File: src/rtl/wb_write_queue.sv
// wb_write_queue
//
// Purpose:
//   Register-file writeback queue. Two producers (the ALU path "a" and the
//   load path "b") may each hand over one register write per cycle. Writes
//   are buffered in a circular FIFO and retired one per cycle to the
//   register file through a registered write port. A lookup port lets the
//   pipeline forward the newest value still in flight for any register.
//
// Ports:
//   clk      in   single clock, rising edge
//   rst      in   asynchronous reset, active low
//   rdy      in   global ready; when low every piece of state holds
//   a_valid  in   ALU-path write request
//   a_addr   in   ALU-path destination register
//   a_data   in   ALU-path result
//   b_valid  in   load-path write request
//   b_addr   in   load-path destination register
//   b_data   in   load-path result
//   in_ready out  queue has room for both paths this cycle
//   we       out  register-file write enable (registered)
//   waddr    out  register-file write address (registered)
//   wdata    out  register-file write data (registered)
//   q_addr   in   forwarding lookup address
//   q_hit    out  q_addr has a write still in flight
//   q_data   out  newest in-flight value for q_addr
//   empty    out  nothing queued and no write on the output port

module wb_write_queue #(
  parameter int DEPTH  = 4,
  parameter int ADDR_W = 5,
  parameter int DATA_W = 32
) (
  input  logic              clk,
  input  logic              rst,
  input  logic              rdy,
  input  logic              a_valid,
  input  logic [ADDR_W-1:0] a_addr,
  input  logic [DATA_W-1:0] a_data,
  input  logic              b_valid,
  input  logic [ADDR_W-1:0] b_addr,
  input  logic [DATA_W-1:0] b_data,
  output logic              in_ready,
  output logic              we,
  output logic [ADDR_W-1:0] waddr,
  output logic [DATA_W-1:0] wdata,
  input  logic [ADDR_W-1:0] q_addr,
  output logic              q_hit,
  output logic [DATA_W-1:0] q_data,
  output logic              empty
);

  localparam int PTR_W = $clog2(DEPTH);
  localparam int CNT_W = $clog2(DEPTH + 1);
  localparam logic [PTR_W-1:0] PTR_ONE   = PTR_W'(1);
  localparam logic [CNT_W-1:0] CNT_ONE   = CNT_W'(1);
  // Both paths may push in one cycle, so two free slots are needed.
  localparam logic [CNT_W-1:0] READY_MAX = CNT_W'(DEPTH - 2);

  logic [PTR_W-1:0]  head_q, head_d;
  logic [PTR_W-1:0]  tail_q, tail_d;
  logic [CNT_W-1:0]  count_q, count_d;
  logic [ADDR_W-1:0] ent_addr_q [DEPTH];
  logic [ADDR_W-1:0] ent_addr_d [DEPTH];
  logic [DATA_W-1:0] ent_data_q [DEPTH];
  logic [DATA_W-1:0] ent_data_d [DEPTH];
  logic              we_q, we_d;
  logic [ADDR_W-1:0] waddr_q, waddr_d;
  logic [DATA_W-1:0] wdata_q, wdata_d;

  logic              a_push;
  logic              b_push;
  logic              pop;
  logic [CNT_W-1:0]  push_cnt;
  logic [PTR_W-1:0]  b_slot;
  logic [PTR_W-1:0]  look_idx;

  // Status outputs. in_ready is gated by reset so that no producer hands
  // over a write while the queue is being cleared.
  always_comb begin
    in_ready = rst && (count_q <= READY_MAX);
    empty    = (count_q == '0) && !we_q;
  end

  // Push/pop decisions. Writes to register 0 are dropped at the door.
  always_comb begin
    a_push   = rdy && in_ready && a_valid && (a_addr != '0);
    b_push   = rdy && in_ready && b_valid && (b_addr != '0);
    pop      = rdy && (count_q != '0);
    push_cnt = {{(CNT_W-1){1'b0}}, a_push} + {{(CNT_W-1){1'b0}}, b_push};
    // B lands one slot behind A when both push, keeping A older.
    b_slot   = a_push ? (tail_q + PTR_ONE) : tail_q;
  end

  // Next-state for queue storage, pointers and the registered write port.
  // Pop reads the head before any push can touch it: a push only writes
  // free slots, and pushes are only allowed with two slots free.
  always_comb begin
    head_d     = head_q;
    tail_d     = tail_q;
    count_d    = count_q;
    ent_addr_d = ent_addr_q;
    ent_data_d = ent_data_q;
    we_d       = we_q;
    waddr_d    = waddr_q;
    wdata_d    = wdata_q;
    if (rdy) begin
      if (pop) begin
        we_d    = 1'b1;
        waddr_d = ent_addr_q[head_q];
        wdata_d = ent_data_q[head_q];
        head_d  = head_q + PTR_ONE;
      end else begin
        we_d = 1'b0;
      end
      if (a_push) begin
        ent_addr_d[tail_q] = a_addr;
        ent_data_d[tail_q] = a_data;
      end
      if (b_push) begin
        ent_addr_d[b_slot] = b_addr;
        ent_data_d[b_slot] = b_data;
      end
      tail_d  = tail_q + push_cnt[PTR_W-1:0];
      count_d = count_q + push_cnt - (pop ? CNT_ONE : '0);
    end
  end

  // Forwarding lookup. Candidates are scanned oldest first (output
  // register, then head towards tail) so the last match wins and the
  // youngest pending value is returned.
  always_comb begin
    q_hit    = 1'b0;
    q_data   = '0;
    look_idx = '0;
    if (q_addr != '0) begin
      if (we_q && (waddr_q == q_addr)) begin
        q_hit  = 1'b1;
        q_data = wdata_q;
      end
      for (int k = 0; k < DEPTH; k++) begin
        look_idx = head_q + PTR_W'(k);
        if ((CNT_W'(k) < count_q) && (ent_addr_q[look_idx] == q_addr)) begin
          q_hit  = 1'b1;
          q_data = ent_data_q[look_idx];
        end
      end
    end
  end

  // State registers. Reset wipes queued entries so nothing stale can
  // ever be retired after reset is released.
  always_ff @(posedge clk or negedge rst) begin
    if (!rst) begin
      head_q     <= '0;
      tail_q     <= '0;
      count_q    <= '0;
      ent_addr_q <= '{default: '0};
      ent_data_q <= '{default: '0};
      we_q       <= 1'b0;
      waddr_q    <= '0;
      wdata_q    <= '0;
    end else begin
      head_q     <= head_d;
      tail_q     <= tail_d;
      count_q    <= count_d;
      ent_addr_q <= ent_addr_d;
      ent_data_q <= ent_data_d;
      we_q       <= we_d;
      waddr_q    <= waddr_d;
      wdata_q    <= wdata_d;
    end
  end

  assign we    = we_q;
  assign waddr = waddr_q;
  assign wdata = wdata_q;

endmodule
File: config.mk
export PLATFORM = sky130hd
export DESIGN_NAME = wb_write_queue
export DESIGN_NICKNAME = d
export VERILOG_FILES = /design/src/rtl/wb_write_queue.sv
export SDC_FILE = /design/constraint.sdc
export NUM_CORES = 1
export LEC_CHECK = 0
export BUFFER_PORTS_ARGS = -buffer_cell sky130_fd_sc_hd__buf_2
export CORE_ASPECT_RATIO = 1.5
export CORE_UTILIZATION = 25
export CTS_BUF_LIST = sky130_fd_sc_hd__clkbuf_8 sky130_fd_sc_hd__clkbuf_16
export DETAILED_ROUTE_END_ITERATION = 12
export PLACE_DENSITY = 0.49
export SLEW_MARGIN = 20
export SYNTH_ARGS = -nofsm -noshare
export SYNTH_HDL_FRONTEND = slang
export SYNTH_SLANG_ARGS = --single-unit
File: constraint.sdc
create_clock -name clk -period 3.9 [get_ports clk]
set_clock_uncertainty 0.2 [all_clocks]
set_input_delay 0.78 -clock clk [delete_from_list [all_inputs] [get_ports clk]]
set_output_delay 0.78 -clock clk [all_outputs]
set_load 0.02 [all_outputs]
==> report_table.html, run 1 <==
<table>
<tr><th>Metric</th><th>Value</th></tr>
<tr><th colspan="2">Run status</th></tr>
<tr><td>Run status</td><td>finished with violations</td></tr>
<tr><td>Violated checks</td><td>negative setup slack</td></tr>
<tr><th colspan="2">STA</th></tr>
<tr><td>Worst-case setup margin in the final layout</td><td>-0.485 ns</td></tr>
<tr><td>Transition time at the pin with the least slew margin</td><td>0.926 ns</td></tr>
<tr><td>TNS Setup</td><td>-13.73 ns</td></tr>
<tr><td>Relative slew slack</td><td>0.383</td></tr>
<tr><td>Hold_ws</td><td>0.227 ns</td></tr>
<tr><td>Hold Fails Final Rpt</td><td>0</td></tr>
<tr><td>Max Fclk</td><td>228 MHz</td></tr>
<tr><td>Minimum period implied by the final worst setup slack</td><td>4.39 ns</td></tr>
<tr><td>Final number of max-transition violations</td><td>0</td></tr>
<tr><td>RSZ-0062 raised after global routing</td><td>yes</td></tr>
<tr><td># setup viols final</td><td>33</td></tr>
<tr><td>Fin crit share</td><td>1.12</td></tr>
<tr><th colspan="2">Clock network</th></tr>
<tr><td>Clock latency on the worst-skew pair</td><td>0.47 ns</td></tr>
<tr><td>Number of sinks handled by clock tree synthesis</td><td>193</td></tr>
<tr><td>Quantity of hold-fixing buffers added after cts</td><td>0</td></tr>
<tr><td>Clock H-tree levels</td><td>4</td></tr>
<tr><td>Inserted Clock Buffers</td><td>17</td></tr>
<tr><td>Clock tree buffer depth</td><td>2</td></tr>
<tr><td>Clk root buf</td><td>sky130_fd_sc_hd__clkbuf_16</td></tr>
<tr><td>Clock-pin slew reported for the worst setup and hold paths after clock tree synthesis</td><td>0.08 ns</td></tr>
<tr><td>Clock tree from TritonCTS</td><td>done</td></tr>
<tr><th colspan="2">Detailed routing</th></tr>
<tr><td>Initial DRT Pass Iterations</td><td>6</td></tr>
<tr><td>DRC violations left</td><td>0</td></tr>
<tr><td>Routed vias/inst</td><td>5.51</td></tr>
<tr><td>Routed via count</td><td>13900</td></tr>
<tr><td>Wire length per cell after detailed routing</td><td>24.5 um</td></tr>
<tr><td>Met3 wire len</td><td>3230 um</td></tr>
<tr><td>Total detailed-routing wirelength</td><td>61900 um</td></tr>
<tr><td>Post-route met1 wirelength</td><td>23900 um</td></tr>
<tr><td>Antenna Nets Post-Route</td><td>0</td></tr>
<tr><td>Top Layer Used</td><td>met5</td></tr>
<tr><td>Met2 wire length</td><td>32000 um</td></tr>
<tr><td>DR iter-0 viols</td><td>811</td></tr>
<tr><th colspan="2">Finish</th></tr>
<tr><td>Ratio of cells with drive above 1 in the final layout</td><td>0.352</td></tr>
<tr><td>Sequential cell area in the final layout</td><td>0.00483 mm2</td></tr>
<tr><td>Fillers</td><td>5721</td></tr>
<tr><td>Area of the multi-input gates</td><td>0.0107 mm2</td></tr>
<tr><td>Synthesis-to-layout area growth</td><td>38.5%</td></tr>
<tr><td>Final nets</td><td>1841</td></tr>
<tr><th colspan="2">Worst setup path</th></tr>
<tr><td>Path type of the worst setup path</td><td>reg2out</td></tr>
<tr><td>Critical path peak fanout</td><td>22</td></tr>
<tr><td>Critical Path RT</td><td>2.92 ns</td></tr>
<tr><td>Worst setup path startpoint</td><td>head_q[1]</td></tr>
<tr><td>Critical Path End Type</td><td>primary output</td></tr>
<tr><td>Crit path largest cell delay</td><td>0.51 ns</td></tr>
<tr><td>Critical path cell sequence</td><td>buf_6, buf_6, mux2i_1, xor2_1, nand3_4, buf_12, a2111oi_1, a211oi_2, o32ai_2, buf_4, buf_4</td></tr>
<tr><td>Slowest CP cell</td><td>sky130_fd_sc_hd__dfrtp_4</td></tr>
<tr><td>Type of origin of the critical path</td><td>flip-flop</td></tr>
<tr><td>Critical path buffer and inverter count</td><td>5</td></tr>
<tr><td>Arrival time at the worst endpoint</td><td>3.41 ns</td></tr>
<tr><td>Cell class contributing the biggest share of worst-path delay</td><td>buffers and inverters</td></tr>
<tr><td>FF-to-FF Start</td><td>count_q[2]</td></tr>
<tr><th colspan="2">Logic synthesis</th></tr>
<tr><td>Share of the yosys chip area belonging to registers</td><td>0.332</td></tr>
<tr><td>Adder-cell area share of the yosys netlist</td><td>0.00912</td></tr>
<tr><td>Area share of the leading cell type in the synthesized netlist</td><td>0.332</td></tr>
<tr><td>Number of flip-flops and latches in the synthesized netlist</td><td>193</td></tr>
<tr><td>Main combinational cell family by area after synthesis</td><td>multiplexers</td></tr>
<tr><td>Most common cell in the netlist</td><td>sky130_fd_sc_hd__mux2i_1</td></tr>
<tr><td>Cells taking the most area after synthesis</td><td>sky130_fd_sc_hd__dfrtp_1, sky130_fd_sc_hd__mux2i_1, sky130_fd_sc_hd__a2111oi_0</td></tr>
<tr><td>Combined area of all synthesized cells</td><td>0.0145 mm2</td></tr>
<tr><td>Commonest cells in the synthesized netlist</td><td>sky130_fd_sc_hd__mux2i_1, sky130_fd_sc_hd__dfrtp_1, sky130_fd_sc_hd__nand2_1</td></tr>
<tr><td>Syn_area_per_cell</td><td>9.21 um2</td></tr>
<tr><td>Number of enable flip-flop cells after synthesis</td><td>0</td></tr>
<tr><td>Post-synthesis cell type with the largest combined area</td><td>sky130_fd_sc_hd__dfrtp_1</td></tr>
<tr><td>Number of unique standard cell types used by synthesis</td><td>54</td></tr>
<tr><td>Main synth FF type</td><td>sky130_fd_sc_hd__dfrtp_1</td></tr>
<tr><td>Ys Warns</td><td>0</td></tr>
<tr><td>Post-synthesis instance total</td><td>1578</td></tr>
<tr><td>Simple-gate area share of the yosys netlist</td><td>0.114</td></tr>
<tr><td>Xor and xnor area share after synthesis</td><td>0.0197</td></tr>
<tr><td>Fraction of synthesis flops using an asynchronous set or reset pin</td><td>1.00</td></tr>
<tr><td>Post-synthesis compound-gate area fraction</td><td>0.223</td></tr>
<tr><td>Portion of netlist area occupied by mux cells</td><td>0.242</td></tr>
<tr><td>Net count after synthesis</td><td>1672</td></tr>
<tr><th colspan="2">Floorplanning</th></tr>
<tr><td>Core Rows</td><td>107</td></tr>
<tr><td>Ports placed on the boundary</td><td>157</td></tr>
<tr><td>Die area</td><td>0.0591 mm2</td></tr>
<tr><td>Vert. Die Dim</td><td>297 um</td></tr>
<tr><td>Core area</td><td>0.0572 mm2</td></tr>
<tr><td>Initial Utilization</td><td>0.254</td></tr>
<tr><td>Die boundary width</td><td>199 um</td></tr>
<tr><th colspan="2">Placement</th></tr>
<tr><td>Count of buffers from port buffering</td><td>156</td></tr>
<tr><td>Global placement routability congestion</td><td>0.814</td></tr>
<tr><td>HPWL after detailed placement</td><td>39700 um</td></tr>
<tr><th colspan="2">Flow run</th></tr>
<tr><td>Max_cap viols</td><td>0</td></tr>
<tr><th colspan="2">Hold path</th></tr>
<tr><td>Class of the tightest hold or removal check</td><td>in2async</td></tr>
<tr><th colspan="2">Global route</th></tr>
<tr><td>Total Routing Usage GR</td><td>0.204</td></tr>
<tr><td>Sum of overflow across all layers after global routing</td><td>0</td></tr>
<tr><td>Number of antenna violations at the first check in global routing</td><td>13</td></tr>
<tr><td>Wire length of the first global-routing pass</td><td>90500 um</td></tr>
<tr><td>Vias in the first global route</td><td>14200</td></tr>
<tr><td>Maximum number of pins on one net before global-route repair</td><td>137</td></tr>
<tr><th colspan="2">Power and ir drop</th></tr>
<tr><td>Power Dens Cells</td><td>882 mW/mm2</td></tr>
<tr><td>Leakage power total</td><td>7.57 nW</td></tr>
<tr><td>IR drop worst, VDD</td><td>434 uV</td></tr>
</table>
[area by class of cell]
cell class / instances / share of cell area
Inverter: 11 / 0.00205
Tap cell: 763 / 0.0474
Timing Repair Buffer: 324 / 0.149
Clock buffer: 17 / 0.0211
Antenna cell: 3 / 0.000373
Sequential cell: 193 / 0.240
Multi-Input combinational cell: 1200 / 0.531
Clock inverter: 15 / 0.00901
[kinds of logic after synthesis]
| family | count (synthesis) |
|---|---|
| AO/OA/AOI/OAI | 450 |
| XOR/XNOR | 31 |
| adder cells (fa/ha/maj) | 10 |
| buffers and inverters | 185 |
| flip-flops | 193 |
| multiplexers | 333 |
| AND/OR/NAND/NOR | 376 |
[state kept, by name, summed over array words and instances, names as in the netlist]
signal and flops:
waddr 5, tail_q 2, head_q 2, wdata 32, we 1, ent_addr_q 20
ent_data_q 128, count_q 3
[per-layer routing]
metal / track usage / up-vias
met3: 0.0435 / 157
met4: 0.0965 / 18
li1: - / 6327
met2: 0.359 / 471
met5: 0 / -
met1: 0.232 / 6957
[through the flow]
stage | instances | util | setup WS (ns) | instance area (um2) | total power [W]
floorplan | 1578 | - | -0.138 | 14500 | 0.00951
global placement | 2468 | 0.299 | -0.176 | 17100 | 0.0131
detailed placement | 2468 | 0.299 | -0.217 | 17100 | 0.0133
CTS | 2517 | 0.338 | -0.494 | 19300 | 0.0169
global route | 2524 | 0.352 | -0.611 | 20100 | 0.0186
finish | 2526 | 0.352 | -0.485 | 20100 | 0.0178
[final timing paths]
kind	end	slack (ns)	cells after the start
worst max-delay path	q_data[24]	-0.49	11
worst min-delay path	ent_data_q[105]	0.23	2
worst max register to register	count_q[2]	0.82	14
worst min register to register	wdata[31]	0.34	2
max in group asynchronous	ent_data_q[110]	1.84	3
min in group clk	wdata[31]	0.34	2
[power by group]
group | internal, W | switching [W]
sequential | 0.00294 | 0.000950
combinational | 0.00513 | 0.00685
clock | 0.000968 | 0.000927
total | 0.00903 | 0.00873
[timing repair]
| action | in CTS | in global routing |
|---|---|---|
| endpoints found under the setup margin | 33 | 33 |
| cloned | 8 | 3 |
| buffers inserted | 9 | 3 |
| resized for setup | 297 | 116 |
| pin swaps | 23 | 20 |
[cells in the final DEF, fill, tap and decap left out, types with 6 or more instances in the layout]
master                      Yosys  layout
sky130_fd_sc_hd__mux2i_1      295     290
sky130_fd_sc_hd__dfrtp_1      193     191
sky130_fd_sc_hd__nand2_1      149     148
sky130_fd_sc_hd__nor2_1       144     144
sky130_fd_sc_hd__buf_2         41     125
sky130_fd_sc_hd__buf_4          5     116
sky130_fd_sc_hd__a21oi_1      114     113
sky130_fd_sc_hd__o21ai_0       55      52
sky130_fd_sc_hd__a2111oi_2      0      46
sky130_fd_sc_hd__buf_12         0      42
sky130_fd_sc_hd__a211oi_2      10      41
sky130_fd_sc_hd__a2111oi_4      0      38
sky130_fd_sc_hd__buf_6         14      29
sky130_fd_sc_hd__nor3b_1       27      27
sky130_fd_sc_hd__a22oi_1       26      26
sky130_fd_sc_hd__mux2_2        24      24
sky130_fd_sc_hd__a2111oi_1      0      20
sky130_fd_sc_hd__clkbuf_16      0      20
sky130_fd_sc_hd__a211oi_1      52      19
sky130_fd_sc_hd__o32ai_2        0      19
sky130_fd_sc_hd__xnor2_1       25      16
sky130_fd_sc_hd__mux4_2        12      12
sky130_fd_sc_hd__a311oi_2       0      12
sky130_fd_sc_hd__a311oi_1      26      12
sky130_fd_sc_hd__nor4_1        12      12
sky130_fd_sc_hd__xnor2_2        2      11
sky130_fd_sc_hd__inv_1         10       9
sky130_fd_sc_hd__nor3_1        10       9
sky130_fd_sc_hd__ha_1           9       9
sky130_fd_sc_hd__or2_2          7       7
sky130_fd_sc_hd__mux2i_2        2       6
sky130_fd_sc_hd__a31oi_1        6       6
sky130_fd_sc_hd__o22a_1         6       6
(Power assumes the default switching activity.)
==> run 2, diff against run 1 <==
==> constraint.sdc (replaced) <==
create_clock -name clk -period 3.9 [get_ports clk]
set_clock_uncertainty 0.2 [all_clocks]
set_input_delay 0.195 -clock clk [delete_from_list [all_inputs] [get_ports clk]]
set_output_delay 0.195 -clock clk [all_outputs]
set_load 0.02 [all_outputs]
==> report_table.html, run 2 (same netlist as run 1, synthesis figures left out) <==
<table>
<tr><th>Metric</th><th>Value</th></tr>
<tr><th colspan="2">Run status</th></tr>
<tr><td>Run status</td><td>finished clean</td></tr>
<tr><th colspan="2">STA</th></tr>
<tr><td>Max Fclk</td><td>259 MHz</td></tr>
<tr><td>Minimum period implied by the final worst setup slack</td><td>3.86 ns</td></tr>
<tr><td>RSZ-0062 raised after global routing</td><td>yes</td></tr>
<tr><td>Final number of max-transition violations</td><td>0</td></tr>
<tr><td># setup viols final</td><td>0</td></tr>
<tr><td>Relative slew slack</td><td>0.116</td></tr>
<tr><td>TNS Setup</td><td>0 ns</td></tr>
<tr><td>Fin crit share</td><td>0.990</td></tr>
<tr><td>Hold_ws</td><td>0.0752 ns</td></tr>
<tr><td>Hold Fails Final Rpt</td><td>0</td></tr>
<tr><td>Transition time at the pin with the least slew margin</td><td>1.33 ns</td></tr>
<tr><th colspan="2">Worst setup path</th></tr>
<tr><td>Cell class contributing the biggest share of worst-path delay</td><td>buffers and inverters</td></tr>
<tr><td>Arrival time at the worst endpoint</td><td>3.47 ns</td></tr>
<tr><td>Critical path cell sequence</td><td>buf_4, mux4_2, xnor2_2, o2111ai_4, buf_12, a21oi_2, or3_1, buf_4, o32ai_1, buf_4, buf_2</td></tr>
<tr><td>Slowest CP cell</td><td>sky130_fd_sc_hd__dfrtp_4</td></tr>
<tr><td>Setup slack on the worst flop-to-flop path</td><td>0.34 ns</td></tr>
<tr><td>Critical path buffer and inverter count</td><td>5</td></tr>
<tr><td>Type of origin of the critical path</td><td>flip-flop</td></tr>
<tr><td>Critical path's most frequent cell</td><td>sky130_fd_sc_hd__buf_4</td></tr>
<tr><td>Path type of the worst setup path</td><td>reg2out</td></tr>
<tr><td>Critical Path End Type</td><td>primary output</td></tr>
<tr><td>Critical Path RT</td><td>3.50 ns</td></tr>
<tr><td>Critical path peak fanout</td><td>13</td></tr>
<tr><td>Crit path largest cell delay</td><td>0.56 ns</td></tr>
<tr><th colspan="2">Floorplanning</th></tr>
<tr><td>Die area</td><td>0.0591 mm2</td></tr>
<tr><td>Die boundary width</td><td>199 um</td></tr>
<tr><td>Core Rows</td><td>107</td></tr>
<tr><td>Core area</td><td>0.0572 mm2</td></tr>
<tr><td>Initial Utilization</td><td>0.254</td></tr>
<tr><td>Vert. Die Dim</td><td>297 um</td></tr>
<tr><td>Ports placed on the boundary</td><td>157</td></tr>
<tr><th colspan="2">Finish</th></tr>
<tr><td>Ratio of cells with drive above 1 in the final layout</td><td>0.211</td></tr>
<tr><td>Final non-filler cell area</td><td>0.0183 mm2</td></tr>
<tr><td>Most frequent cells in the layout</td><td>sky130_fd_sc_hd__mux2i_1, sky130_fd_sc_hd__dfrtp_1, sky130_fd_sc_hd__buf_2</td></tr>
<tr><td>Most common library cell in the layout ignoring fill and taps</td><td>sky130_fd_sc_hd__mux2i_1</td></tr>
<tr><td>Synthesis-to-layout area growth</td><td>25.8%</td></tr>
<tr><td>Flip-flop count of the largest register, all copies and words added</td><td>128</td></tr>
<tr><td>Util after Layout</td><td>0.320</td></tr>
<tr><td>Register bank with the most flops</td><td>ent_data_q</td></tr>
<tr><td>Final nets</td><td>1865</td></tr>
<tr><th colspan="2">Power and ir drop</th></tr>
<tr><td>Power Internal</td><td>0.00764 W</td></tr>
<tr><td>Power Dens Cells</td><td>828 mW/mm2</td></tr>
<tr><td>Clk pwr share</td><td>0.118</td></tr>
<tr><td>Sw Pwr</td><td>0.00751 W</td></tr>
<tr><td>Switching power share of the total</td><td>0.496</td></tr>
<tr><td>IR drop worst, VDD</td><td>491 uV</td></tr>
<tr><td>Leakage power total</td><td>7.18 nW</td></tr>
<tr><td>Total power consumption of the routed design</td><td>0.0151 W</td></tr>
<tr><td>Sequential cell fraction of total power</td><td>0.258</td></tr>
<tr><td>Part of the power in combinational logic</td><td>0.624</td></tr>
<tr><th colspan="2">Clock network</th></tr>
<tr><td>Number of sinks handled by clock tree synthesis</td><td>193</td></tr>
<tr><td>Clk root buf</td><td>sky130_fd_sc_hd__clkbuf_16</td></tr>
<tr><td>Clock H-tree levels</td><td>4</td></tr>
<tr><td>Clock tree buffer depth</td><td>2</td></tr>
<tr><td>Clock-pin slew reported for the worst setup and hold paths after clock tree synthesis</td><td>0.08 ns</td></tr>
<tr><td>Clock latency on the worst-skew pair</td><td>0.47 ns</td></tr>
<tr><td>Inserted Clock Buffers</td><td>17</td></tr>
<tr><td>Clock tree from TritonCTS</td><td>done</td></tr>
<tr><th colspan="2">Global route</th></tr>
<tr><td>Vias in the first global route</td><td>13900</td></tr>
<tr><td>Sum of overflow across all layers after global routing</td><td>0</td></tr>
<tr><td>Number of antenna violations at the first check in global routing</td><td>7</td></tr>
<tr><td>Wire length of the first global-routing pass</td><td>87100 um</td></tr>
<tr><td>Total Routing Usage GR</td><td>0.195</td></tr>
<tr><td>Maximum number of pins on one net before global-route repair</td><td>101</td></tr>
<tr><th colspan="2">Detailed routing</th></tr>
<tr><td>Wire length per cell after detailed routing</td><td>22.8 um</td></tr>
<tr><td>Total detailed-routing wirelength</td><td>58200 um</td></tr>
<tr><td>Routed vias/inst</td><td>5.44</td></tr>
<tr><td>DRC violations left</td><td>0</td></tr>
<tr><td>Initial DRT Pass Iterations</td><td>5</td></tr>
<tr><td>Antenna Nets Post-Route</td><td>0</td></tr>
<tr><td>Routed via count</td><td>13900</td></tr>
<tr><td>DR iter-0 viols</td><td>942</td></tr>
<tr><th colspan="2">Placement</th></tr>
<tr><td>HPWL after detailed placement</td><td>38100 um</td></tr>
<tr><td>Global placement routability congestion</td><td>0.836</td></tr>
<tr><td>Post-placement cell area</td><td>0.0162 mm2</td></tr>
<tr><td>Count of buffers from port buffering</td><td>156</td></tr>
<tr><th colspan="2">Hold path</th></tr>
<tr><td>Class of the tightest hold or removal check</td><td>in2async</td></tr>
<tr><th colspan="2">Flow run</th></tr>
<tr><td>Max_cap viols</td><td>0</td></tr>
</table>
run 2: cell type report:
| class | instances | area [um2] |
|---|---|---|
| inverters | 11 | 41.3 |
| well taps | 763 | 955 |
| fillers | 5981 | 38900 |
| multi-input cells | 1200 | 9190 |
| repair buffers | 348 | 2700 |
| clock inverters | 15 | 133 |
| flip-flops and latches | 193 | 4840 |
| diodes | 2 | 5.00 |
| clock buffers | 17 | 425 |
run 2: layer usage:
layer	part of all wire	wire (um)	vias to the layer above	GRT usage
met3	0.050	2930	122	0.0312
met1	0.39	22700	6891	0.227
li1	-	-	6361	-
met2	0.52	30400	472	0.349
met4	0.036	2080	10	0.0846
met5	0.0010	60	-	0
run 2: path summary, 6_finish.rpt:
check | cells after the start | to | from
max | 11 | q_data[0] | head_q[1]
min | 3 | ent_data_q[37] | rst
max reg2reg | 8 | ent_addr_q[15] | count_q[2]
min reg2reg | 2 | wdata[19] | wdata[19]
max in group asynchronous | 4 | ent_data_q[87] | rst
min in group clk | 7 | tail_q[0] | b_valid
run 2: per-stage QoR:
step / std cells / worst slack, ns
final: 2549 / 0.0379
after global routing: 2549 / -0.0843
after CTS: 2541 / 0.00498
after detailed placement: 2386 / 0.239
after global placement: 2386 / 0.275
after floorplan: 1578 / 0.704
run 2: power by group through the flow:
stage	registers [W]	logic (W)	clock network [W]
floorplan	0.00374	0.00577	0
global placement	0.00393	0.00850	0
detailed placement	0.00397	0.00861	0
CTS	0.00391	0.00913	0.00182
global route	0.00403	0.0101	0.00189
finish	0.00391	0.00946	0.00178
run 2: worst reg2reg max path, cell delays in order (launching register included):
cell and delay, ns:
sky130_fd_sc_hd__dfrtp_1 0.50, sky130_fd_sc_hd__a21oi_1 0.32, sky130_fd_sc_hd__nand3_1 0.15, sky130_fd_sc_hd__nor2_1 0.22, sky130_fd_sc_hd__and2_2 0.77, sky130_fd_sc_hd__buf_4 0.40, sky130_fd_sc_hd__mux2i_1 0.23, sky130_fd_sc_hd__a21oi_1 0.08
sky130_fd_sc_hd__dlygate4sd3_1 0.58
run 2: timing repair:
| action | 4_1_cts | 5_1_grt |
|---|---|---|
| gates resized for setup | 21 | 56 |
| hold endpoints to repair | 228 | 0 |
| pin swaps | 1 | 3 |
| hold buffers | 114 | 0 |
| cloned | 0 | 1 |
| buffers inserted | 9 | 5 |
| setup endpoints to repair | 32 | 28 |
==> run 3, diff against run 2 <==
--- a/config.mk
+++ b/config.mk
@@ -6,11 +6,13 @@
 export NUM_CORES = 1
 export LEC_CHECK = 0
 export BUFFER_PORTS_ARGS = -buffer_cell sky130_fd_sc_hd__buf_2
+export CELL_PAD_IN_SITES_DETAIL_PLACEMENT = 1
+export CELL_PAD_IN_SITES_GLOBAL_PLACEMENT = 1
 export CORE_ASPECT_RATIO = 1.5
 export CORE_UTILIZATION = 25
 export CTS_BUF_LIST = sky130_fd_sc_hd__clkbuf_8 sky130_fd_sc_hd__clkbuf_16
 export DETAILED_ROUTE_END_ITERATION = 12
-export PLACE_DENSITY = 0.49
+export PLACE_DENSITY = 0.57
 export SLEW_MARGIN = 20
 export SYNTH_ARGS = -nofsm -noshare
 export SYNTH_HDL_FRONTEND = slang
==> report_table.html, run 3 (same netlist as run 1, synthesis figures left out) <==
<table>
<tr><th>Metric</th><th>Value</th></tr>
<tr><th colspan="2">Global route</th></tr>
<tr><td>Total Routing Usage GR</td><td>0.212</td></tr>
<tr><td>Number of antenna violations at the first check in global routing</td><td>0</td></tr>
<tr><td>Vias in the first global route</td><td>15400</td></tr>
<tr><td>Sum of overflow across all layers after global routing</td><td>0</td></tr>
<tr><td>Wire length of the first global-routing pass</td><td>94800 um</td></tr>
<tr><td>Maximum number of pins on one net before global-route repair</td><td>75</td></tr>
<tr><th colspan="2">Floorplanning</th></tr>
<tr><td>Die area</td><td>0.0591 mm2</td></tr>
<tr><td>Die boundary width</td><td>199 um</td></tr>
<tr><td>Core area</td><td>0.0572 mm2</td></tr>
<tr><td>Initial Utilization</td><td>0.254</td></tr>
<tr><td>Vert. Die Dim</td><td>297 um</td></tr>
<tr><td>Ports placed on the boundary</td><td>157</td></tr>
<tr><td>Core Rows</td><td>107</td></tr>
<tr><th colspan="2">Worst setup path</th></tr>
<tr><td>Critical Path End Type</td><td>primary output</td></tr>
<tr><td>Path type of the worst setup path</td><td>reg2out</td></tr>
<tr><td>Critical path peak fanout</td><td>13</td></tr>
<tr><td>Crit path largest cell delay</td><td>0.54 ns</td></tr>
<tr><td>FF-to-FF Start</td><td>count_q[2]</td></tr>
<tr><td>Setup slack on the worst flop-to-flop path</td><td>0.41 ns</td></tr>
<tr><td>Critical path buffer and inverter count</td><td>3</td></tr>
<tr><td>Type of origin of the critical path</td><td>flip-flop</td></tr>
<tr><td>Critical Path RT</td><td>3.50 ns</td></tr>
<tr><td>Critical path cell sequence</td><td>buf_4, mux4_2, xnor2_2, o2111ai_4, a21oi_2, or3_4, buf_12, o32ai_1, buf_2</td></tr>
<tr><td>Number of cell instances on the worst register-to-register path</td><td>8</td></tr>
<tr><td>Cell class contributing the biggest share of worst-path delay</td><td>compound AO/OA/AOI/OAI gates</td></tr>
<tr><td>Arrival time at the worst endpoint</td><td>3.49 ns</td></tr>
<tr><td>Reg-to-reg endpoint</td><td>ent_data_q[50]</td></tr>
<tr><td>Slowest CP cell</td><td>sky130_fd_sc_hd__mux4_2</td></tr>
<tr><th colspan="2">Detailed routing</th></tr>
<tr><td>Initial DRT Pass Iterations</td><td>5</td></tr>
<tr><td>Antenna Nets Post-Route</td><td>0</td></tr>
<tr><td>DR iter-0 viols</td><td>1008</td></tr>
<tr><td>DRC violations left</td><td>0</td></tr>
<tr><td>Total detailed-routing wirelength</td><td>62800 um</td></tr>
<tr><td>Wire length per cell after detailed routing</td><td>24.5 um</td></tr>
<tr><td>Routed vias/inst</td><td>5.50</td></tr>
<tr><td>Routed via count</td><td>14100</td></tr>
<tr><th colspan="2">Finish</th></tr>
<tr><td>Register bank with the most flops</td><td>ent_data_q</td></tr>
<tr><td>Final nets</td><td>1874</td></tr>
<tr><td>Sequential cell area in the final layout</td><td>0.00484 mm2</td></tr>
<tr><td>Most common library cell in the layout ignoring fill and taps</td><td>sky130_fd_sc_hd__mux2i_1</td></tr>
<tr><td>Synthesis-to-layout area growth</td><td>28.2%</td></tr>
<tr><td>Flip-flop count of the largest register, all copies and words added</td><td>128</td></tr>
<tr><td>Area of the multi-input gates</td><td>0.00937 mm2</td></tr>
<tr><td>Fillers</td><td>6540</td></tr>
<tr><td>Most frequent cells in the layout</td><td>sky130_fd_sc_hd__mux2i_1, sky130_fd_sc_hd__dfrtp_1, sky130_fd_sc_hd__buf_2</td></tr>
<tr><td>Ratio of cells with drive above 1 in the final layout</td><td>0.228</td></tr>
<tr><th colspan="2">Power and ir drop</th></tr>
<tr><td>Total power consumption of the routed design</td><td>0.0157 W</td></tr>
<tr><td>IR drop worst, VDD</td><td>498 uV</td></tr>
<tr><td>Power Dens Cells</td><td>843 mW/mm2</td></tr>
<tr><td>Leakage power total</td><td>7.29 nW</td></tr>
<tr><th colspan="2">Clock network</th></tr>
<tr><td>Clock tree buffer depth</td><td>2</td></tr>
<tr><td>Inserted Clock Buffers</td><td>17</td></tr>
<tr><td>Clock-pin slew reported for the worst setup and hold paths after clock tree synthesis</td><td>0.09 ns</td></tr>
<tr><td>Number of sinks handled by clock tree synthesis</td><td>193</td></tr>
<tr><td>Clock tree from TritonCTS</td><td>done</td></tr>
<tr><td>Clock H-tree levels</td><td>4</td></tr>
<tr><td>Clock latency on the worst-skew pair</td><td>0.48 ns</td></tr>
<tr><td>Clk root buf</td><td>sky130_fd_sc_hd__clkbuf_16</td></tr>
<tr><th colspan="2">Run status</th></tr>
<tr><td>Run status</td><td>finished clean</td></tr>
<tr><th colspan="2">STA</th></tr>
<tr><td>Max Fclk</td><td>257 MHz</td></tr>
<tr><td>Worst-case setup margin in the final layout</td><td>0.0129 ns</td></tr>
<tr><td>RSZ-0062 raised after global routing</td><td>yes</td></tr>
<tr><td>Relative slew slack</td><td>0.313</td></tr>
<tr><td>Transition time at the pin with the least slew margin</td><td>1.03 ns</td></tr>
<tr><td>Fin crit share</td><td>0.997</td></tr>
<tr><td>Minimum period implied by the final worst setup slack</td><td>3.89 ns</td></tr>
<tr><td># setup viols final</td><td>0</td></tr>
<tr><td>Hold Fails Final Rpt</td><td>0</td></tr>
<tr><td>Final number of max-transition violations</td><td>0</td></tr>
<tr><th colspan="2">Placement</th></tr>
<tr><td>Post-Place Setup Slack</td><td>0.156 ns</td></tr>
<tr><td>HPWL after detailed placement</td><td>40000 um</td></tr>
<tr><td>Global placement routability congestion</td><td>0.816</td></tr>
<tr><td>Count of buffers from port buffering</td><td>156</td></tr>
<tr><th colspan="2">Flow run</th></tr>
<tr><td>Max_cap viols</td><td>0</td></tr>
<tr><th colspan="2">Hold path</th></tr>
<tr><td>Class of the tightest hold or removal check</td><td>in2async</td></tr>
</table>
run 3: cell types whose count changed in the layout (fill, tap and decap cells not counted), sizes merged:
cell,delta
buf,+9
inv,-3
bufinv,+1
clkinv,+2
run 3: final cells by class:
| class | instances | share of cell area |
|---|---|---|
| Sequential cell | 193 | 0.260 |
| Clock buffer | 17 | 0.0228 |
| Multi-Input combinational cell | 1200 | 0.503 |
| Timing Repair Buffer | 357 | 0.151 |
| Tap cell | 763 | 0.0512 |
| Clock inverter | 15 | 0.0102 |
| Inverter | 11 | 0.00228 |
| Antenna cell | 2 | 0.000269 |
run 3: worst reg2reg max path, cell delays in order, from the launching register on:
cell and delay (ns):
sky130_fd_sc_hd__dfrtp_1 0.51, sky130_fd_sc_hd__a21oi_1 0.34, sky130_fd_sc_hd__nand3_1 0.15, sky130_fd_sc_hd__nor2_1 0.27, sky130_fd_sc_hd__and2_2 0.19, sky130_fd_sc_hd__buf_4 0.75, sky130_fd_sc_hd__mux2i_1 0.29, sky130_fd_sc_hd__o21ai_0 0.10
sky130_fd_sc_hd__dlygate4sd3_1 0.59
run 3: per-layer routing:
metal,track usage,vias to the layer above,routed length [um]
li1,-,6394,-
met1,0.253,7206,26200
met2,0.378,361,32400
met3,0.0269,102,2240
met4,0.0832,0,1890
met5,0,-,0
run 3: how the worst max path moves through the flow:
stage,startpoint,end,slack [ns],cells after the start
global route,head_q[1],q_data[27],-0.09,10
floorplan,head_q[1],q_data[13],0.70,10
CTS,head_q[1],q_data[2],-0.008,10
global placement,head_q[1],q_data[2],0.26,10
finish,head_q[1],q_data[5],0.01,9
detailed placement,head_q[1],q_data[2],0.16,9
run 3: metrics by stage:
step / setup TNS (ns) / cells / util / instance area, um2 / hold WS [ns]
2_1_floorplan: 0 / 1578 / - / 14500 / -0.301
3_3_place_gp: 0 / 2391 / 0.283 / 16200 / -0.0825
3_5_place_dp: 0 / 2391 / 0.283 / 16200 / -0.0780
4_1_cts: -0.0143 / 2550 / 0.318 / 18200 / 0.0782
5_1_grt: -0.800 / 2556 / 0.326 / 18600 / 0.107
6_report: 0 / 2558 / 0.326 / 18600 / 0.0676
run 3: power breakdown:
part	internal, W	switching [W]
clock network	0.000979	0.000966
registers	0.00294	0.000956
logic	0.00397	0.00591
total	0.00789	0.00783
run 3: repair_timing:
action                                 in CTS  in global routing
hold buffers                              114                  0
gates cloned                                0                  2
pin swaps                                   1                  5
endpoints found under the hold margin     224                  0
buffers inserted                           13                  5
setup endpoints to repair                  33                 33
resized for setup                          27                 96
